==> config.mk <==
export PLATFORM = sky130hd
export DESIGN_NAME = button_event_decoder
export DESIGN_NICKNAME = d
export VERILOG_FILES = /design/src/rtl/button_event_decoder_pkg.sv /design/src/rtl/button_event_decoder_tick.sv /design/src/rtl/button_event_decoder.sv
export SDC_FILE = /design/constraint.sdc
export NUM_CORES = 1
export LEC_CHECK = 0
export ABC_AREA = 1
export CORE_UTILIZATION = 35
export DETAILED_ROUTE_END_ITERATION = 8
export HOLD_SLACK_MARGIN = 0.05
export SYNTH_ARGS = -nofsm -noshare
export SYNTH_HDL_FRONTEND = slang
export SYNTH_SLANG_ARGS = --single-unit
==> constraint.sdc <==
create_clock -name src_clk -period 4.21 [get_ports src_clk]
set_input_delay 0.421 -clock src_clk [delete_from_list [all_inputs] [get_ports src_clk]]
set_output_delay 0.421 -clock src_clk [all_outputs]
set_load 0.02 [all_outputs]
==> src/rtl/button_event_decoder_pkg.sv <==
// ---------------------------------------------------------------------------
// button_event_decoder_pkg
//   Shared definitions for the button event decoder: event-code constants,
//   FSM state encodings, timer width and the saturating timer increment.
//   Configuration macro BTN_DOUBLE_CLICK_EN (used by the top level) decides
//   whether the WAIT_SECOND / SECOND_PRESS states are reachable.
// ---------------------------------------------------------------------------
package button_event_decoder_pkg;

  // Event codes presented on evt_code. EVT_NONE is never shown while valid.
  typedef enum logic [1:0] {
    EVT_NONE   = 2'b00,
    EVT_SHORT  = 2'b01,
    EVT_LONG   = 2'b10,
    EVT_DOUBLE = 2'b11
  } evt_code_e;

  // Gesture FSM state encodings.
  typedef enum logic [2:0] {
    IDLE         = 3'd0,
    PRESSED      = 3'd1,
    HELD         = 3'd2,
    WAIT_SECOND  = 3'd3,
    SECOND_PRESS = 3'd4
  } btn_state_e;

  localparam int TCNT_W      = 16;  // per-state tick timer width
  localparam int SYNC_STAGES = 2;   // flops in the pb_in synchronizer

  // Tick timer increment that sticks at all-ones instead of wrapping.
  function automatic logic [TCNT_W-1:0] tcnt_inc(input logic [TCNT_W-1:0] v);
    return (v == {TCNT_W{1'b1}}) ? v : v + TCNT_W'(1);
  endfunction

endpackage

==> src/rtl/button_event_decoder_tick.sv <==
// ---------------------------------------------------------------------------
// tick_gen
//   Free-running divider producing a one-cycle tick every TICK_DIV src_clk
//   cycles. It is never restarted by button activity, only by rst.
//   Ports:
//     src_clk - clock, rising edge
//     rst     - synchronous active-high reset (counter to 0)
//     tick    - one-cycle pulse, high while the counter sits at TICK_DIV-1
// ---------------------------------------------------------------------------
module tick_gen #(
  parameter int TICK_DIV = 48000
) (
  input  logic src_clk,
  input  logic rst,
  output logic tick
);

  // Keep at least one bit so TICK_DIV=1 still elaborates (tick every cycle).
  localparam int CNT_W = (TICK_DIV > 1) ? $clog2(TICK_DIV) : 1;

  logic [CNT_W-1:0] cnt_reg;
  logic [CNT_W-1:0] cnt_next;
  logic             last;

  assign last     = (cnt_reg == CNT_W'(TICK_DIV - 1));
  assign cnt_next = last ? '0 : cnt_reg + CNT_W'(1);
  assign tick     = last;

  always_ff @(posedge src_clk) begin
    if (rst) begin
      cnt_reg <= '0;
    end else begin
      cnt_reg <= cnt_next;
    end
  end

endmodule

==> src/rtl/button_event_decoder.sv <==
// ---------------------------------------------------------------------------
// button_event_decoder
//   Classifies presses of a debounced push button into SHORT, LONG and
//   DOUBLE click events and offers them on a valid/ready port with a sticky
//   overflow flag for events dropped while the consumer was stalled.
//
//   Configuration: define BTN_DOUBLE_CLICK_EN to enable double-click
//   detection. Without it a release from PRESSED reports SHORT at once,
//   code 11 is never produced and DBL_TICKS has no effect.
//
//   Parameters:
//     TICK_DIV   - src_clk cycles per timing tick
//     LONG_TICKS - ticks of continuous hold that make a press LONG
//     DBL_TICKS  - ticks after a release in which a second press is DOUBLE
//   Ports:
//     src_clk   - clock, rising edge
//     rst       - synchronous active-high reset
//     pb_in     - debounced button level, 1 = pressed, asynchronous
//     evt_ready - consumer accepts the pending event
//     ovf_clr   - clears ovf
//     evt_valid - an event is pending
//     evt_code  - 01 SHORT, 10 LONG, 11 DOUBLE
//     ovf       - sticky, set when an event was dropped
// ---------------------------------------------------------------------------
module button_event_decoder
  import button_event_decoder_pkg::*;
#(
  parameter int TICK_DIV   = 48000,
  parameter int LONG_TICKS = 800,
  parameter int DBL_TICKS  = 250
) (
  input  logic       src_clk,
  input  logic       rst,
  input  logic       pb_in,
  input  logic       evt_ready,
  input  logic       ovf_clr,
  output logic       evt_valid,
  output logic [1:0] evt_code,
  output logic       ovf
);

  // A timer "reaches" N on the tick edge that would take it from N-1 to N,
  // so the decision lands on the same edge as the Nth tick.
  localparam logic [TCNT_W-1:0] LONG_LIMIT = TCNT_W'(LONG_TICKS - 1);

  logic tick;

  tick_gen #(
    .TICK_DIV(TICK_DIV)
  ) u_tick_gen (
    .src_clk(src_clk),
    .rst    (rst),
    .tick   (tick)
  );

  // -------------------------------------------------------------------------
  // Synchronizer plus a parallel fill marker that tells when the last stage
  // holds a real sample of pb_in rather than its reset value.
  // -------------------------------------------------------------------------
  logic [SYNC_STAGES-1:0] sync_reg;
  logic [SYNC_STAGES-1:0] sync_next;
  logic [SYNC_STAGES-1:0] fill_reg;
  logic [SYNC_STAGES-1:0] fill_next;

  genvar gi;
  generate
    for (gi = 0; gi < SYNC_STAGES; gi++) begin : g_sync
      if (gi == 0) begin : g_first
        assign sync_next[gi] = pb_in;
        assign fill_next[gi] = 1'b1;
      end else begin : g_chain
        assign sync_next[gi] = sync_reg[gi-1];
        assign fill_next[gi] = fill_reg[gi-1];
      end
    end
  endgenerate

  logic level;        // synchronized button level
  logic level_real;   // level is a genuine sample, not reset fill
  logic prev_reg;     // level one cycle earlier
  logic armed_reg;    // a genuine released level has been seen since reset
  logic press_edge;
  logic rel_edge;

  assign level      = sync_reg[SYNC_STAGES-1];
  assign level_real = fill_reg[SYNC_STAGES-1];

  // A button held through reset must be released before it can press again,
  // so rising edges only count once a real 0 has been observed.
  assign press_edge = armed_reg & level & ~prev_reg;
  assign rel_edge   = ~level & prev_reg;

  always_ff @(posedge src_clk) begin
    if (rst) begin
      sync_reg  <= '0;
      fill_reg  <= '0;
      prev_reg  <= 1'b0;
      armed_reg <= 1'b0;
    end else begin
      sync_reg <= sync_next;
      fill_reg <= fill_next;
      prev_reg <= level;
      if (level_real && !level) begin
        armed_reg <= 1'b1;
      end
    end
  end

  // -------------------------------------------------------------------------
  // Gesture FSM next-state decode
  // -------------------------------------------------------------------------
  btn_state_e        state_reg;
  btn_state_e        state_next;
  logic [TCNT_W-1:0] tcnt_reg;
  logic [TCNT_W-1:0] tcnt_next;
  logic              emit;
  evt_code_e         emit_code;
  logic              long_hit;

  assign long_hit = tick && (tcnt_reg >= LONG_LIMIT);

`ifdef BTN_DOUBLE_CLICK_EN
  localparam logic [TCNT_W-1:0] DBL_LIMIT = TCNT_W'(DBL_TICKS - 1);
  logic dbl_hit;
  assign dbl_hit = tick && (tcnt_reg >= DBL_LIMIT);
`else
  // DBL_TICKS has no role without double-click detection.
  logic [31:0] unused_dbl_ticks;
  assign unused_dbl_ticks = 32'(DBL_TICKS);
`endif

  always_comb begin
    state_next = state_reg;
    tcnt_next  = tick ? tcnt_inc(tcnt_reg) : tcnt_reg;
    emit       = 1'b0;
    emit_code  = EVT_NONE;

    case (state_reg)
      IDLE: begin
        if (press_edge) begin
          state_next = PRESSED;
        end
      end

      PRESSED: begin
        // A release on the same edge as the LONG limit means the button was
        // no longer pressed, so release takes priority.
        if (rel_edge) begin
`ifdef BTN_DOUBLE_CLICK_EN
          state_next = WAIT_SECOND;
`else
          state_next = IDLE;
          emit       = 1'b1;
          emit_code  = EVT_SHORT;
`endif
        end else if (long_hit) begin
          state_next = HELD;
          emit       = 1'b1;
          emit_code  = EVT_LONG;
        end
      end

      HELD: begin
        if (rel_edge) begin
          state_next = IDLE;
        end
      end

`ifdef BTN_DOUBLE_CLICK_EN
      WAIT_SECOND: begin
        // While we are still here tcnt is below DBL_TICKS, so a press wins
        // even on the edge where the window would otherwise close.
        if (press_edge) begin
          state_next = SECOND_PRESS;
        end else if (dbl_hit) begin
          state_next = IDLE;
          emit       = 1'b1;
          emit_code  = EVT_SHORT;
        end
      end

      SECOND_PRESS: begin
        if (rel_edge) begin
          state_next = IDLE;
          emit       = 1'b1;
          emit_code  = EVT_DOUBLE;
        end
      end
`endif

      default: begin
        state_next = IDLE;
      end
    endcase

    // Every state entry starts its timer from zero.
    if (state_next != state_reg) begin
      tcnt_next = '0;
    end
  end

  // -------------------------------------------------------------------------
  // FSM state and event output register
  // -------------------------------------------------------------------------
  logic      evt_valid_reg;
  evt_code_e evt_code_reg;
  logic      ovf_reg;
  logic      drop;

  // A new event meets an unaccepted one: keep the old, flag the loss.
  assign drop = emit & evt_valid_reg & ~evt_ready;

  always_ff @(posedge src_clk) begin
    if (rst) begin
      state_reg     <= IDLE;
      tcnt_reg      <= '0;
      evt_valid_reg <= 1'b0;
      evt_code_reg  <= EVT_NONE;
      ovf_reg       <= 1'b0;
    end else begin
      state_reg <= state_next;
      tcnt_reg  <= tcnt_next;

      if (emit && !drop) begin
        evt_valid_reg <= 1'b1;
        evt_code_reg  <= emit_code;
      end else if (!emit && evt_valid_reg && evt_ready) begin
        evt_valid_reg <= 1'b0;
      end

      if (drop) begin
        ovf_reg <= 1'b1;
      end else if (ovf_clr) begin
        ovf_reg <= 1'b0;
      end
    end
  end

  assign evt_valid = evt_valid_reg;
  assign evt_code  = evt_code_reg;
  assign ovf       = ovf_reg;

endmodule

==> summary.md <==
| Metric | Value |
|---|---|
| WL/cell | 9.87 um |
| Finished Layout Cells | 490 |
| Layout cells sized above 1 | 10.2% |
| Largest net degree at the start of global routing | 22 |
| Area share of the largest cell type after synthesis | 35.7% |
| Global-route wire length before repair | 8620 um |
| Post-route setup TNS | 0 ns |
| Final ANT Viol Nets | 0 |
| CTS tree | done |
| Post-layout min period | 2.18 ns |
| EDFF count, synth | 0 |
| Average footprint of a synthesized cell | 6.56 um^2 |
| Maximum vdd drop | 315 uV |
| Main synth FF type | dfxtp_1 |
| Worst path required time | 4.44 ns |
| Floorplan die area | 7560 um^2 |
| PD cells | 289 nW/um^2 |
| Hold Path Class | reg2reg |
| Clock-pin slew reported for the worst setup and hold paths after clock tree synthesis | 0.10 ns |
| Leakage | 1.11 nW |
| DPL Wire Length | 3540 um |
| Async S/R FF share, synth | 0% |
| Final layout net count | 400 |
| Num ports | 9 |
| Later-pin clock latency in the skew report | 0.31 ns |
| Synth top area cells | dfxtp_1 (36%), nand2_1 (16%), inv_1 (9.8%) |
| Gr ovfl total | 0 |
| CTS root buf | clkbuf_8 |
| Total GRT Usage | 14.1% |
| Clock Path Buffers | 2 |
| Max Fclk | 0.458 GHz |
| Vias in the first global route | 1,976 |
| Gpl congestion | 0.864 |
| Antenna diodes | 0 |
| CTS Sinks | 45 |
| Max-cap viol count | 0 |
| Final Slew Violations | 0 |
| Final setup viols | 0 |
| Final WL | 4840 um |
| Filler instances | 746 |
| Synth Net Count | 392 |
| Row count | 30 |
| Area Overhead vs Synth | 10.3% |
| Die width | 87.0 um |
| Pre-Repair DR Iteration Count | 4 |
| Netlist Area Pre-Place | 2530 um^2 |
| Initial antenna violation count | 0 |
| Vias | 2,149 |
| Drt drc | 0 |
| Slew @ Worst Pin | 0.832 ns |
| Post-CTS Setup Bufs | 0 |
| Largest area contributor in the netlist | dfxtp_1 |
| CTS Buf Count | 5 |
| Max-slew headroom at the worst pin | 44.5% |
| Resize count post-CTS | 0 |
| RSZ-0062 raised after global routing | no |
| Area of the multi-input gates | 1310 um^2 |
| Register area | 901 um^2 |
| Critical path peak fanout | 21 |
| CP Data Arrival Time | 2.41 ns |
| Via density | 4.39 |
| CP Capture Type | register |
| Synth warnings | 0 |
| Hold buffers post-CTS | 0 |
| Final hold vios | 0 |
| Status | completed |
| Critical path type | reg2reg |
| Register area share after synthesis | 35.7% |
| Post-synth cell types | 29 |
| Fin crit share | 51.8% |
| Core Region | 6870 um^2 |
| Dpl cells | 482 |
| Clock H-tree levels | 2 |
| Yosys reg bits | 45 |
| Number of DRC markers in iteration 0 | 85 |
| Port Buffers | 8 |
| Startpoint Class | register |
| Clock Skew | 0.00890 ns |
| Starting Density | 36.8% |
| Die height | 87.0 um |
| Cells after synthesis | 385 |
[cells in the mapped netlist, drive strengths merged, types with 2 or more instances]
cell type	n
o21ai	13
nor3	22
inv	68
buf	6
xor2	10
nand3	17
nand2	116
a21oi	11
nand4	9
xnor2	3
ha	2
or2	2
dfxtp	45
nor2	56
[worst paths after layout]
path | start | end | slack (ns) | depth (start not counted)
hold / removal | sync_reg[0]$_SDFF_PP0_ | sync_reg[1]$_SDFF_PP0_ | 0.41 | 2
hold reg to reg | sync_reg[0]$_SDFF_PP0_ | sync_reg[1]$_SDFF_PP0_ | 0.41 | 2
setup / recovery | tcnt_reg[0]$_SDFFE_PP0P_ | tcnt_reg[7]$_SDFFE_PP0P_ | 2.03 | 10
setup reg to reg | tcnt_reg[0]$_SDFFE_PP0P_ | tcnt_reg[7]$_SDFFE_PP0P_ | 2.03 | 10
[report_power, final]
part | switching, mW | internal, mW | leakage (nW)
logic | 0.0141 | 0.00767 | 0.688
clock network | 0.168 | 0.181 | 0.0591
registers | 0.00291 | 0.431 | 0.365
total | 0.185 | 0.620 | 1.11
[stage by stage]
stage	hold WS, ns	area [um^2]	worst slack (ns)	total power, mW	utilization, %
floorplan	0.388	2530	2.54	0.459	-
CTS	0.412	2790	1.99	0.819	40.5
finish	0.408	2790	2.03	0.805	40.5
global route	0.455	2790	1.71	0.834	40.5
global placement	0.393	2670	2.06	0.466	38.9
detailed placement	0.397	2670	2.01	0.466	38.9
[critical path, stage by stage (launching register included)]
cell and delay (ns):
dfxtp_1 0.36, ha_1 0.28, nand2_2 0.13, nor2_4 0.06, nand2_4 0.09, nor2_4 0.05, nor2_2 0.65, o21ai_0 0.21
nand2_1 0.10, inv_1 0.05, nor3_2 0.14
[cells by family (layout without fill, tap and decap cells)]
logic type | Yosys count | after routing | synth area share, %
flops | 45 | 45 | 35.7
simple gates | 224 | 224 | 40.7
buf+inv | 75 | 84 | 12.4
xor+xnor | 13 | 13 | 4.51
compound gates | 25 | 25 | 5.60
other cells | 1 | 1 | 0.148
fa+ha+maj | 2 | 2 | 0.990
[cell type report]
| cell class | instances | share of cell area (%) |
|---|---|---|
| Multi-Input combinational cell | 265 | 47.1 |
| Clock inverter | 3 | 1.71 |
| Inverter | 68 | 9.16 |
| Timing Repair Buffer | 8 | 2.88 |
| Clock buffer | 5 | 2.47 |
| Sequential cell | 45 | 32.3 |
| Tap cell | 96 | 4.31 |
[metal layers]
layer,global-route usage (%),vias up,routed length [um]
met2,23.3,13,2110
met1,19.0,935,2580
met3,2.56,6,94
li1,-,1195,-
met4,3.64,0,52
met5,0,-,0
[cell usage in the layout, fill, tap and decap left out, drive strengths merged, types with 2 or more instances in the layout]
master,count
ha,2
nand2,116
dfxtp,45
xor2,10
nand4,9
xnor2,3
o21ai,13
nor3,22
nor2,56
inv,70
clkbuf,5
a21oi,11
nand3,17
clkdlybuf4s50,8
or2,2
Power figures use the tool's default switching activity.
